## src/rtl/serial_descrambler.sv

```systemverilog
// rtl/serial_descrambler.sv - self-synchronising x^7+x^6+1 serial descrambler with byte assembly
module serial_descrambler #(
    parameter int PRESET_ALIGNED = 0,
    parameter int BYTE_W         = 8
) (
    input  logic              clk,
    input  logic              rst_n,
    input  logic              in_valid,
    input  logic              in_scramble_data,
    input  logic              resync,
    output logic              out_valid,
    output logic              out_descramble_data,
    output logic [BYTE_W-1:0] out_byte,
    output logic              out_byte_valid,
    output logic              sync_locked
);

    localparam int IDX_W = (BYTE_W > 2) ? $clog2(BYTE_W) : 1;
    localparam logic [IDX_W-1:0] LAST_IDX = IDX_W'(BYTE_W - 1);

    typedef enum logic {
        FILL   = 1'b0,
        LOCKED = 1'b1
    } state_t;

    state_t             state;
    state_t             state_next;
    logic [6:0]         d;
    logic [2:0]         fill_cnt;
    logic [IDX_W-1:0]   bit_idx;
    logic [BYTE_W-1:0]  word;
    logic [BYTE_W-1:0]  word_next;
    logic               r;

    // Recovered bit uses the history of received (scrambled) bits, not recovered ones.
    assign r           = in_scramble_data ^ d[6] ^ d[5];
    assign sync_locked = (state == LOCKED);

    // State register; a preset-aligned far end means the history is already valid at reset.
    always_ff @(posedge clk) begin
        if (!rst_n) begin
            state <= (PRESET_ALIGNED != 0) ? LOCKED : FILL;
        end else begin
            state <= state_next;
        end
    end

    // Next state: resync always wins; the seventh valid bit in FILL completes acquisition.
    always_comb begin
        state_next = state;
        if (resync) begin
            state_next = FILL;
        end else if (in_valid && (state == FILL) && (fill_cnt >= 3'd6)) begin
            state_next = LOCKED;
        end
    end

    // Word with the current recovered bit placed at its MSB-first position.
    always_comb begin
        word_next                     = word;
        word_next[LAST_IDX - bit_idx] = r;
    end

    // History, fill tracking, bit output and byte assembly.
    always_ff @(posedge clk) begin
        if (!rst_n) begin
            d                   <= 7'h7F;
            fill_cnt            <= 3'd0;
            bit_idx             <= '0;
            word                <= '0;
            out_valid           <= 1'b0;
            out_descramble_data <= 1'b0;
            out_byte            <= '0;
            out_byte_valid      <= 1'b0;
        end else begin
            out_valid      <= 1'b0;
            out_byte_valid <= 1'b0;
            if (resync) begin
                // History is kept; the partial word is dropped without a strobe.
                bit_idx <= '0;
                word    <= '0;
                if (in_valid) begin
                    d        <= {d[5:0], in_scramble_data};
                    fill_cnt <= 3'd1;
                end else begin
                    fill_cnt <= 3'd0;
                end
            end else if (in_valid) begin
                d <= {d[5:0], in_scramble_data};
                if (state == FILL) begin
                    if (fill_cnt != 3'd7) begin
                        fill_cnt <= fill_cnt + 3'd1;
                    end
                end else begin
                    out_valid           <= 1'b1;
                    out_descramble_data <= r;
                    if (bit_idx == LAST_IDX) begin
                        out_byte       <= word_next;
                        out_byte_valid <= 1'b1;
                        word           <= '0;
                        bit_idx        <= '0;
                    end else begin
                        word    <= word_next;
                        bit_idx <= bit_idx + 1'b1;
                    end
                end
            end
        end
    end

endmodule

```

## config.mk

```make
export PLATFORM = sky130hd
export DESIGN_NAME = serial_descrambler
export DESIGN_NICKNAME = d
export VERILOG_FILES = /design/src/rtl/serial_descrambler.sv
export SDC_FILE = /design/constraint.sdc
export NUM_CORES = 1
export LEC_CHECK = 0
export BUFFER_PORTS_ARGS = -buffer_cell sky130_fd_sc_hd__buf_4
export CAP_MARGIN = 15
export CORE_MARGIN = 3
export CORE_UTILIZATION = 56
export CTS_CLUSTER_SIZE = 12
export DETAILED_ROUTE_END_ITERATION = 8
export PLACE_DENSITY_LB_ADDON = 0.15
export REMOVE_ABC_BUFFERS = 1
export SLEW_MARGIN = 5
export SYNTH_ARGS = -nofsm -noshare
export SYNTH_HDL_FRONTEND = slang
export SYNTH_SLANG_ARGS = --single-unit
```

## constraint.sdc

```tcl
create_clock -name clk -period 2 [get_ports clk]
set_clock_uncertainty 0.1 [all_clocks]
set_input_delay 0.2 -clock clk [delete_from_list [all_inputs] [get_ports clk]]
set_output_delay 0.2 -clock clk [all_outputs]
set_load 0.02 [all_outputs]
```

# Word-level counts from Yosys, hierarchy flattened
# Index checks and enable logic that the tools add are counted.
dict set report word_totals {
  input_bits 5
  register_bits 33
  out_inout_bits 12
}
dict set report classes {
  n_reduce_logical 12
  bitwise 6
  n_mux 12
  order_cmp 3
  eq_ne 3
  n_addsub 3
}
# operator n
set ops {}
lappend ops {{$mux 3} 5}
lappend ops {{$bwmux 8} 1}
lappend ops {{$mux 8} 1}
lappend ops {{$add 3x1->3 const B} 2}
lappend ops {{$reduce_and 3->1} 2}
lappend ops {{$lt 3x4->1 const B} 1}
lappend ops {{$mux 1} 4}
lappend ops {{$not 1->1} 4}
lappend ops {{$reduce_and 4->1} 1}
lappend ops {{$reduce_bool 2->1} 2}
lappend ops {{$reduce_or 4->1} 1}
lappend ops {{$demux 1 s3} 1}
lappend ops {{$eq 3x3->1 const B} 1}
lappend ops {{$ge 3x1->1 const B} 1}
lappend ops {{$ge 3x3->1 const B} 1}
lappend ops {{$logic_and 1x1->1} 3}
lappend ops {{$ne 3x3->1 const B} 1}
lappend ops {{$reduce_or 3->1} 1}
lappend ops {{$sub 3x3->3 const A} 1}
lappend ops {{$ne 2x2->1 const B} 1}
lappend ops {{$reduce_and 2->1} 1}
lappend ops {{$reduce_or 2->1} 1}
lappend ops {{$xor 1x1->1} 2}

# Depth between registers and ports, before layout
dict set report logic_depth {
  ltp_word 7
  ltp_mapped 5
}

# Worst setup path before layout
# OpenSTA, ideal clock, no wires.
dict set report synth_path {
  path_kind {flip-flop to flip-flop}
  from {register bit_idx[0]}
  to {register word[5]}
  slack_ps 586
  setup_ps 92
  n_path_buf 0
  period_less_slack_ps 1414
  stages_incl_launch_ff 6
  t_required_ps 1808
  arrival_time_ps 1222
  path_cell_list {dfxtp_1 -> ha_1 -> ha_1 -> and3b_1 -> nand2_4 -> o32ai_1}
}
dict set report synth_via {
  elab_chain_len 7
}
# item line_no
set synth_lines {}
lappend synth_lines {{from (decl)} 30} ;# logic [IDX_W-1:0] bit_idx;
lappend synth_lines {{from (signal assigned)} 104} ;# bit_idx <= bit_idx + 1'b1;
lappend synth_lines {{$sub 3x3->3} 61} ;# word_next[LAST_IDX - bit_idx] = r;
lappend synth_lines {{$lt 3x4->1 (not written as such) / $ge 3x1->1 (equally long branches)} 61}
lappend synth_lines {{$logic_and 1x1->1 (not written as such)} 61}
lappend synth_lines {{$mux 1 (not written as such)} 61}
lappend synth_lines {{$demux 1 s3} 61}
lappend synth_lines {{$bwmux 8} 61}
lappend synth_lines {{$mux 8 (*)} 97} ;# if (bit_idx == LAST_IDX) begin
lappend synth_lines {{to (signal assigned)} 103} ;# word <= word_next;
lappend synth_lines {{to (decl)} 31} ;# logic [BYTE_W-1:0] word;
# Every way passes the cells marked *; elsewhere a longest branch is shown, timed or not.
# A chain may end at the register's enable or synchronous reset.

# Worst setup path in the final report
dict set report layout_path {
  from {register bit_idx[0]}
  to {register word[6]}
}
# The elaborated chain is that of the path after synthesis.

==> results.md <==
- Dpl hpwl: approximately 1.7 mm
- Core area: about 0.0023 mm²
- CP Max Fanout: 11
- CP Class: flop to flop
- Max Fclk: roughly 600 MHz
- Port Buffers: 16
- Worst path slowest cell: dfxtp_1
- Root Driver: clkbuf_4
- Worst EP required: between 2 and 2.5 ns
- Fraction of layout cells with a size suffix above 1: between 10% and 20%
- CTS tree: yes
- PD cells: 692.3 mW/mm²
- Cell count after synthesis: around 150
- Final setup fails: 0
- Worst IR drop on VDD: 541.6 µV
- Gp weighted congestion: ~0.80
- Period utilization: a little over four fifths
- Worst slew margin: ~60%
- Routed wire length: roughly 2.5 mm
- Remaining global-route overflow: 0
- Crit path max-delay family: adder cells
- DRC: 0
- Detail Route Antenna Nets: 0
- Setup TNS: 0 ns
- Status: finished, final reports clean
- Die area: 0.003139 mm²
- Synth async-reset ratio: 0%
- Initial DRC count: 25
- Via density per instance: ~5.7
- Clk_lat worst skew: 0.33 ns
- Library cells used by synthesis: 30
- Post-synth top area share: 45.71%
- Io pins: 17
- Crit path cell chain: ha_1 -> ha_1 -> and3b_1 -> nand2_4 -> o32ai_1
- Final Hold Vio Count: 0
- Number of H-tree levels: 2
- Synthesis-to-finish area growth: 12.32%
- CP endpoint kind: flop
- Pre-antenna DRT Iters: 4
- Mapped cell area: 0.001401 mm²
- Post-cts repair resize count: 0
- Yosys Warn Count: 0
- Worst setup margin: around 0.33 ns
- Main area contributors after synthesis: dfxtp_1, mux2i_1, nand2_1, a21boi_0, o32ai_1
- Placed Cells: between 150 and 200
- Std cell rows: 17
- DR WL/cell: 13.06 µm
- Crit-path max cell delay: roughly 0.4 ns
- RSZ-0062 raised after global routing: false
- Worst path bufs/invs: 0
- Top FF cell, synth: dfxtp_1
- Global-route wire length before repair: about 4.3 mm
- Via count: 1073
- Max Buffers Root-to-Sink: 2
- P_leak: between 0.6 and 0.7 nW
- Hold Path Class: input port to flop
- Clock Sinks: 32
- Die W: roughly 56 µm
- CTS buffer count: 5
- Antenna violations before repair: 0
- Setup Slack @ Placement: 0.3466 ns
- N_diodes: 0
- Slew @ Worst Pin: 0.5850 ns
- Final std cells w/o fill: between 150 and 200
- Synth Register Bits: 32
- EDFF count, synth: 0
- Startpoint Class: flop
- Total GRT Usage: between 10% and 20%
- Sequential share of the synthesized area: between 40% and 50%
- Total Power: between 1 and 1.5 mW
- Chip height: roughly 56 µm
- Largest net degree at the start of global routing: 20
- Top cell by count, worst path: ha_1
- Synth area leader: dfxtp_1
- Min cycle time layout: roughly 1.7 ns
- Starting Density: 61.00%
- Commonest cells post-synth: dfxtp_1, nand2_1, mux2i_1
- Nets: 170
- WP data arrival: around 1.8 ns
- Mean Syn Cell Area: 9.405 µm²
- Fin. max-slew vios: 0
- Max-Cap Viols: 0
- Vias in the first global route: 924
- CTS clk-pin slew, worst paths: ~0.09 ns
- Count leader, synth: dfxtp_1
metrics by stage:
step                area [µm²]  hold WS [ns]  util (%)
global placement          1499        0.3298     65.25
finish                    1574       0.04122     68.52
detailed placement        1499        0.3398     65.25
floorplan                 1344        0.1619         -
global route              1574       0.01727     68.52
CTS                       1574       0.02209     68.52
worst paths after layout:
path                       startpoint             endpoint  slack (ns)  cells past startpoint
setup reg to reg           bit_idx[0]              word[6]        0.33                      5
hold / removal                  rst_n                 d[0]        0.04                      2
setup / recovery           bit_idx[0]              word[6]        0.33                      5
hold reg to reg   out_descramble_data  out_descramble_data        0.36                      2
placed cells by master (no fill, tap or decap):
| cell type | Yosys | layout |
|---|---|---|
| a21boi_0 | 9 | 9 |
| a21oi_1 | 9 | 9 |
| a31oi_1 | 1 | 1 |
| and2_1 | 1 | 1 |
| and3_1 | 1 | 1 |
| and3b_1 | 2 | 2 |
| buf_4 | 1 | 16 |
| clkbuf_4 | 0 | 5 |
| clkbuf_8 | 0 | 2 |
| clkinv_1 | 1 | 1 |
| dfxtp_1 | 32 | 32 |
| dlygate4sd3_1 | 0 | 1 |
| ha_1 | 4 | 4 |
| mux2i_1 | 10 | 10 |
| nand2_1 | 20 | 20 |
| nand2_4 | 1 | 1 |
| nand2b_1 | 1 | 1 |
| nand3_1 | 6 | 6 |
| nand3b_1 | 4 | 4 |
| nand4_1 | 3 | 3 |
| nor2_1 | 5 | 5 |
| nor2b_1 | 1 | 1 |
| nor3_1 | 2 | 2 |
| nor3b_2 | 1 | 1 |
| o21ai_0 | 9 | 9 |
| o2bb2ai_1 | 1 | 1 |
| o32ai_1 | 7 | 7 |
| or3_1 | 1 | 1 |
| or3b_1 | 4 | 4 |
| xor3_2 | 1 | 1 |
metal layers:
layer  vias to the layer above  routed length (µm)  global-route usage, %
met5                         -                   0                      0
met4                         0                  56                  9.492
met3                         5                 154                  8.817
met2                        24                1075                  26.04
met1                       484                1182                  21.73
li1                        560                   -                      -
area by class of cell:
type	instances	area (µm²)
Fill cell	189	723.2
Multi-Input combinational cell	104	699.4
Sequential cell	32	640.6
Timing Repair Buffer	17	130.1
Clock buffer	7	65.06
Tap cell	28	35.03
Inverter	1	3.754
power breakdown:
group | switching, mW | total [mW] | internal [mW]
logic | 0.0248 | 0.0465 | 0.0217
clock network | 0.200 | 0.399 | 0.199
registers | 0.00300 | 0.644 | 0.641
total | 0.228 | 1.09 | 0.862
registers in the layout (all words and copies together) (netlist names):
register,flops
out_byte_valid,1
bit_idx,3
sync_locked,1
out_byte,8
out_descramble_data,1
word,7
out_valid,1
fill_cnt,3
d,7
cell families (layout without fill, tap and decap cells):
kind of cell    Yosys count  in the layout  synth area share (%)
simple gates             53             53                 20.72
compound gates           36             36                 16.70
flops                    32             32                 45.71
buf+inv                  13             25                 4.374
mux                      10             10                 7.143
fa+ha+maj                 4              4                 3.572
xor+xnor                  1              1                 1.785
what timing repair did:
item,in CTS,in global routing
hold buffers,1,0
endpoints found under the setup margin,0,0
buffers inserted,0,0
hold endpoints to repair,1,0
No activity file was read; power rests on OpenSTA's default activity.
